**src/rtl/mem_pkg.sv**
```systemverilog
// Shared definitions for the MEM-stage load/store unit: access size codes,
// controller states and byte-lane constants.
package mem_pkg;

    localparam int         LANES  = 4;
    localparam int         WORD_W = 32;

    localparam logic [1:0] SZ_BYTE = 2'b00;
    localparam logic [1:0] SZ_HALF = 2'b01;
    localparam logic [1:0] SZ_WORD = 2'b10;

    localparam logic [LANES-1:0] BE_BYTE0   = 4'b0001;
    localparam logic [LANES-1:0] BE_HALF_LO = 4'b0011;
    localparam logic [LANES-1:0] BE_HALF_HI = 4'b1100;
    localparam logic [LANES-1:0] BE_ALL     = 4'b1111;

    typedef enum logic [1:0] {
        S_IDLE,
        S_REQ,
        S_DONE
    } lsu_state_e;

endpackage

```
**src/rtl/lsu_align.sv**
```systemverilog
// Byte-lane steering for the LSU: byte enables, store-data replication and
// load extraction/extension. Misalignment detection exists only with UNALIGNED_TRAP_EN.
module lsu_align
    import mem_pkg::*;
(
    input  logic [1:0]        size_i,
    input  logic [1:0]        addr_lo_i,
    input  logic              sign_ext_i,
    input  logic [WORD_W-1:0] wdata_i,
    input  logic [WORD_W-1:0] rdata_i,
    output logic [LANES-1:0]  be_o,
    output logic [WORD_W-1:0] wdata_o,
`ifdef UNALIGNED_TRAP_EN
    output logic              misaligned_o,
`endif
    output logic [WORD_W-1:0] rdata_o
);

    logic [7:0]  byte_sel;
    logic [15:0] half_sel;

    assign byte_sel = rdata_i[{addr_lo_i, 3'b000} +: 8];
    assign half_sel = addr_lo_i[1] ? rdata_i[31:16] : rdata_i[15:0];

    // Size code 11 falls into the default arm and behaves as a word.
    always_comb begin
        be_o    = BE_ALL;
        wdata_o = wdata_i;
        rdata_o = rdata_i;
        case (size_i)
            SZ_BYTE: begin
                be_o    = BE_BYTE0 << addr_lo_i;
                wdata_o = {LANES{wdata_i[7:0]}};
                rdata_o = {{24{sign_ext_i & byte_sel[7]}}, byte_sel};
            end
            SZ_HALF: begin
                be_o    = addr_lo_i[1] ? BE_HALF_HI : BE_HALF_LO;
                wdata_o = {2{wdata_i[15:0]}};
                rdata_o = {{16{sign_ext_i & half_sel[15]}}, half_sel};
            end
            SZ_WORD: begin
                be_o = BE_ALL;
            end
            default: begin
                be_o = BE_ALL;
            end
        endcase
    end

`ifdef UNALIGNED_TRAP_EN
    always_comb begin
        misaligned_o = 1'b0;
        if (size_i == SZ_HALF) begin
            misaligned_o = addr_lo_i[0];
        end else if (size_i != SZ_BYTE) begin
            misaligned_o = |addr_lo_i;
        end
    end
`endif

endmodule

```
**src/rtl/mem_stage_lsu.sv**
```systemverilog
// MEM-stage load/store unit: request/ack handshake with data memory, pipeline stall
// and aligned load results. Optional misaligned-access trap via UNALIGNED_TRAP_EN.
module mem_stage_lsu
    import mem_pkg::*;
#(
    parameter int DATA_W = 32,
    parameter int ADDR_W = 32
) (
    input  logic              clk,
    input  logic              rst_n,
    input  logic              mem_valid_i,
    input  logic              mem_read_i,
    input  logic              mem_write_i,
    input  logic [1:0]        size_i,
    input  logic              sign_ext_i,
    input  logic [ADDR_W-1:0] addr_i,
    input  logic [DATA_W-1:0] wdata_i,
    output logic              stall_o,
    output logic              dm_req_o,
    output logic              dm_we_o,
    output logic [ADDR_W-1:0] dm_addr_o,
    output logic [3:0]        dm_be_o,
    output logic [DATA_W-1:0] dm_wdata_o,
    input  logic              dm_ack_i,
    input  logic [DATA_W-1:0] dm_rdata_i,
    output logic [DATA_W-1:0] load_data_o,
`ifdef UNALIGNED_TRAP_EN
    output logic              addr_err_o,
`endif
    output logic              load_valid_o
);

    lsu_state_e        state_q, state_d;
    logic              dm_req_q, dm_we_q, load_valid_q, sign_ext_q;
    logic [ADDR_W-1:0] dm_addr_q;
    logic [3:0]        dm_be_q;
    logic [DATA_W-1:0] dm_wdata_q, load_data_q;
    logic [1:0]        size_q, addr_lo_q;

    logic              pending, issue, in_idle, stall;
    logic [1:0]        align_size, align_lo;
    logic [3:0]        align_be;
    logic [DATA_W-1:0] align_wdata, align_rdata;

    assign pending = mem_valid_i & (mem_read_i | mem_write_i);
    assign in_idle = (state_q == S_IDLE);

    // The aligner sees the live instruction while idle and the captured one afterwards.
    assign align_size = in_idle ? size_i : size_q;
    assign align_lo   = in_idle ? addr_i[1:0] : addr_lo_q;

`ifdef UNALIGNED_TRAP_EN
    logic misaligned;
    logic addr_err_q;

    assign issue      = pending & ~misaligned;
    assign addr_err_o = addr_err_q;
`else
    assign issue = pending;
`endif

    lsu_align u_align (
        .size_i       (align_size),
        .addr_lo_i    (align_lo),
        .sign_ext_i   (sign_ext_q),
        .wdata_i      (wdata_i),
        .rdata_i      (dm_rdata_i),
        .be_o         (align_be),
        .wdata_o      (align_wdata),
`ifdef UNALIGNED_TRAP_EN
        .misaligned_o (misaligned),
`endif
        .rdata_o      (align_rdata)
    );

    always_comb begin
        state_d = state_q;
        stall   = 1'b0;
        case (state_q)
            S_IDLE: begin
                if (pending) begin
                    stall   = 1'b1;
                    state_d = S_REQ;
`ifdef UNALIGNED_TRAP_EN
                    if (misaligned) begin
                        state_d = S_DONE;
                    end
`endif
                end
            end
            S_REQ: begin
                stall = 1'b1;
                if (dm_ack_i) begin
                    state_d = S_DONE;
                end
            end
            S_DONE: begin
                state_d = S_IDLE;
            end
            default: begin
                state_d = S_IDLE;
            end
        endcase
    end

    // Stall is combinational from the inputs in IDLE, so reset must mask it too.
    assign stall_o = stall & rst_n;

    always_ff @(posedge clk or negedge rst_n) begin
        if (!rst_n) begin
            state_q <= S_IDLE;
        end else begin
            state_q <= state_d;
        end
    end

    always_ff @(posedge clk or negedge rst_n) begin
        if (!rst_n) begin
            dm_req_q     <= 1'b0;
            dm_we_q      <= 1'b0;
            dm_addr_q    <= '0;
            dm_be_q      <= '0;
            dm_wdata_q   <= '0;
            size_q       <= '0;
            addr_lo_q    <= '0;
            sign_ext_q   <= 1'b0;
            load_data_q  <= '0;
            load_valid_q <= 1'b0;
        end else begin
            load_valid_q <= 1'b0;
            if (in_idle && issue) begin
                dm_req_q   <= 1'b1;
                dm_we_q    <= mem_write_i;
                dm_addr_q  <= {addr_i[ADDR_W-1:2], 2'b00};
                dm_be_q    <= align_be;
                dm_wdata_q <= align_wdata;
                size_q     <= size_i;
                addr_lo_q  <= addr_i[1:0];
                sign_ext_q <= sign_ext_i;
            end
            if (state_q == S_REQ && dm_ack_i) begin
                dm_req_q <= 1'b0;
                if (!dm_we_q) begin
                    load_data_q  <= align_rdata;
                    load_valid_q <= 1'b1;
                end
            end
        end
    end

`ifdef UNALIGNED_TRAP_EN
    always_ff @(posedge clk or negedge rst_n) begin
        if (!rst_n) begin
            addr_err_q <= 1'b0;
        end else begin
            addr_err_q <= in_idle & pending & misaligned;
        end
    end
`endif

    assign dm_req_o     = dm_req_q;
    assign dm_we_o      = dm_we_q;
    assign dm_addr_o    = dm_addr_q;
    assign dm_be_o      = dm_be_q;
    assign dm_wdata_o   = dm_wdata_q;
    assign load_data_o  = load_data_q;
    assign load_valid_o = load_valid_q;

endmodule

```
**config.mk**
```make
export PLATFORM = sky130hd
export DESIGN_NAME = mem_stage_lsu
export DESIGN_NICKNAME = d
export VERILOG_FILES = /design/src/rtl/mem_pkg.sv /design/src/rtl/lsu_align.sv /design/src/rtl/mem_stage_lsu.sv
export SDC_FILE = /design/constraint.sdc
export NUM_CORES = 1
export LEC_CHECK = 0
export ABC_AREA = 0
export CAP_MARGIN = 20
export CORE_MARGIN = 2
export CORE_UTILIZATION = 40
export CTS_CLUSTER_SIZE = 8
export DETAILED_ROUTE_END_ITERATION = 7
export GPL_ROUTABILITY_DRIVEN = 0
export HOLD_SLACK_MARGIN = 0.06
export PLACE_DENSITY = 0.87
export SYNTH_ARGS = -nofsm -noshare
export SYNTH_HDL_FRONTEND = slang
export SYNTH_SLANG_ARGS = --single-unit
```
**constraint.sdc**
```tcl
create_clock -name clk -period 2.7 [get_ports clk]
set_clock_uncertainty 0.2 [all_clocks]
set_input_delay 0.54 -clock clk [delete_from_list [all_inputs] [get_ports clk]]
set_output_delay 0.54 -clock clk [all_outputs]
set_load 0.03 [all_outputs]
```
==> results.md <==
- Worst EP required: around 2800 ps
- Drt pass-1 iters: 6
- GRT Util Overall: 0.256
- Outcome: finished, final reports clean
- Clock tree buffer depth: 2
- DR WL met3: ~1500 um
- DRC viols: 0
- Ys async rst share: 1.00
- Final Hold Viols: 0
- Iter 0 DRT Violations: around 420
- Fillers: around 1000
- Via count: between 5000 and 6000
- Critical path origin: size_i[1]
- Slowest stage delay, CP: approximately 600 ps
- CTS root buf: clkbuf_16
- Top-count cell post-synth: nand2_1
- Post-CTS Hold Buffers: 0
- Critical Path End: load_data_o[28]
- Hold Crit Class: primary input to async pin
- Post-synth cell types: 50
- Width of the die: between 100 and 150 um
- Clock power share: 0.161
- Critical path depth: 7
- Max cap viols: 0
- Starting Density: 0.413
- Worst Path Buf+Inv: 2
- Antenna diode instance count: 0
- Period utilization: 0.962
- CTS tree: done
- Area leader, netlist: dfrtp_1
- DP Wirelength: between 10000 and 15000 um
- Worst-Skew Late Latency: about 360 ps
- CP max stage cell: or4b_1
- IO Count: 209
- Internal Power: around 4.9 mW
- FF+latch count, synth: 108
- Sequential area share after synthesis: 0.541
- TNS Setup: 0 ps
- Peak supply drop: ~0.00060 V
- Synthesized area: around 5000 sq um
- Worst-path cell chain: clkdlybuf4s50_1 -> or4b_1 -> o21a_1 -> a2111oi_4 -> a211oi_4 -> buf_12 -> a21oi_1
- Row count: 40
- Top delay family on crit path: compound AO/OA/AOI/OAI gates
- Final WL: around 17000 um
- Yosys Warn Count: 0
- F_max: roughly 390 MHz
- Max-slew violations: 0
- Synth area leaders: dfrtp_1, nand2_1, a21oi_1, nor2_1, mux2i_1
- Synth top cells by count: nand2_1, dfrtp_1, nor2_1, a21oi_1, o21ai_0
- Initial antenna violation count: 0
- Core outline area: around 12000 sq um
- Primary FF master, synth: dfrtp_1
- Setup Crit Path Kind: primary input to register
- Clk sinks: 108
- Tot Pwr: ~8.6 mW
- Wl on met1: ~6300 um
- GRT overflow: 0
- Post-synth EDFFs: 0
- Switching Fraction: 0.434
- Reg clk slew, reported paths: about 80 ps
- Worst Max-Slew Pin Slew: approximately 900 ps
- Post-route antenna net violation count: 0
- Slew margin rel.: 0.412
- Avg WL per Cell: ~18 um
- Number of port buffers: 206
- Vias in the first global route: 5238
- Crit path launch type: primary input
- Top layer in use: met4
- Reg2reg end: load_data_o[1]
- Cell Pwr Density: roughly 1100 nW/um^2
- Chip height: 116 um
- Reg2reg start: state_q[1]
- Fin crit period: ~2600 ps
- Reg2Reg Depth: 5
- Die ar.: approximately 13000 sq um
- Switching power: 3.74 mW
- Top-area cell type share of the netlist area: 0.541
- H-tree levels: 3
- Final #Nets: about 860
- Layout cells sized above 1: 0.0935
- Mean Syn Cell Area: ~9.3 sq um
- Critical path fanouts, max: 16
- Placed cell area: 7380 sq um
- Final setup viols: 0
- Leak pwr: 3.41 nW
- Post-Syn Instances: 540
- CP Data Arrival Time: between 2000 and 3000 ps
- R2R Setup Slk: around 160 ps
- Sequential Power Share: 0.315
- CTS Buf Count: 9
- First-pass GRT wire length: approximately 26000 um
- RSZ-0062 raised after global routing: no
- Area Growth Syn to Fin: 54.7%
- Largest net degree at the start of global routing: ~110
- Via density: between 5 and 6
- Combinational power share: 0.524
- Met2 wire length: 8260 um
- Final instance area: slightly below 8000 sq um
- Setup crit end kind: register
[cell type report]
| cell class | instances | area [sq um] | area share |
|---|---|---|---|
| Multi-Input combinational cell | 386 | 2100 | 0.272 |
| Timing Repair Buffer | 236 | 2360 | 0.305 |
| Clock buffer | 9 | 225 | 0.0291 |
| Clock inverter | 7 | 85.1 | 0.0110 |
| Sequential cell | 108 | 2700 | 0.350 |
| Tap cell | 168 | 210 | 0.0272 |
| Inverter | 13 | 48.8 | 0.00631 |
[worst register-to-register path, stage by stage (launching register included)]
cell	delay [ps]
dfrtp_2	500
nor2_4	240
mux2i_2	480
o311ai_2	390
a221o_1	470
a21oi_1	180
[per-layer routing]
metal / up-vias / global-route usage
met1: 2421 / 0.309
met3: 58 / 0.0816
met5: - / 0
met2: 279 / 0.416
met4: 0 / 0.127
li1: 2288 / -
[how the worst min path moves through the flow]
stage	from	end	slack, ps
floorplan	rst_n	addr_lo_q[0]	40
detailed placement	dm_addr_o[2]	dm_addr_o[2]	260
global route	rst_n	size_q[1]	150
global placement	dm_addr_o[13]	dm_addr_o[13]	260
CTS	rst_n	load_data_o[26]	140
finish	rst_n	dm_be_o[0]	120
[sequential cells by signal, summed over array words and instances, names as in the netlist, 2 cells and up]
signal       flops
dm_addr_o       30
dm_be_o          4
dm_wdata_o      32
size_q           2
state_q          2
load_data_o     32
addr_lo_q        2
[timing repair]
item / in CTS / in global routing
endpoints found under the setup margin: 24 / 1
resized for setup: 4 / 1
pin swaps: 1 / 0
buffers inserted: 1 / 0
[layout by cell type (no fill, tap or decap), types with 2 or more instances in the layout]
master	count
nor4b_1	2
a221o_1	7
dfrtp_1	107
inv_8	2
o21ai_0	29
a222oi_1	8
inv_1	13
nand2b_1	3
and2_1	2
clkdlybuf4s50_1	204
clkbuf_16	9
conb_1	2
a31oi_1	11
mux2i_1	15
a21o_1	3
a21oi_2	3
or3b_1	2
nand3_1	3
o21ai_2	2
clkinv_4	2
nor2_1	43
o21ai_1	2
clkinvlp_4	2
or2_2	2
a21oi_1	33
buf_4	26
buf_12	6
nand2_1	173
a221oi_1	17
[metrics by stage]
stage	hold WS (ps)	setup slack, ps	util	instances
CTS	143	40.2	0.638	927
finish	115	104	0.639	927
detailed placement	261	-442	0.610	910
global placement	257	-348	0.610	910
global route	154	12.3	0.639	927
floorplan	44.4	3.16	-	541
[power by group through the flow]
stage	sequential [mW]	clock [mW]	combinational, mW
final	2.72	1.39	4.52
after global routing	2.80	1.48	4.79
after CTS	2.72	1.41	4.52
after detailed placement	2.73	0	4.47
after global placement	2.71	0	4.36
after floorplan	3.94	0	1.20
[cell families after synthesis]
family                 after synthesis  synth area share
AO/OA/AOI/OAI                      128             0.185
buffers and inverters               47            0.0435
flip-flops                         108             0.541
multiplexers                        17            0.0343
other                                1          0.000750
AND/OR/NAND/NOR                    239             0.196
Power figures use the tool's default switching activity.
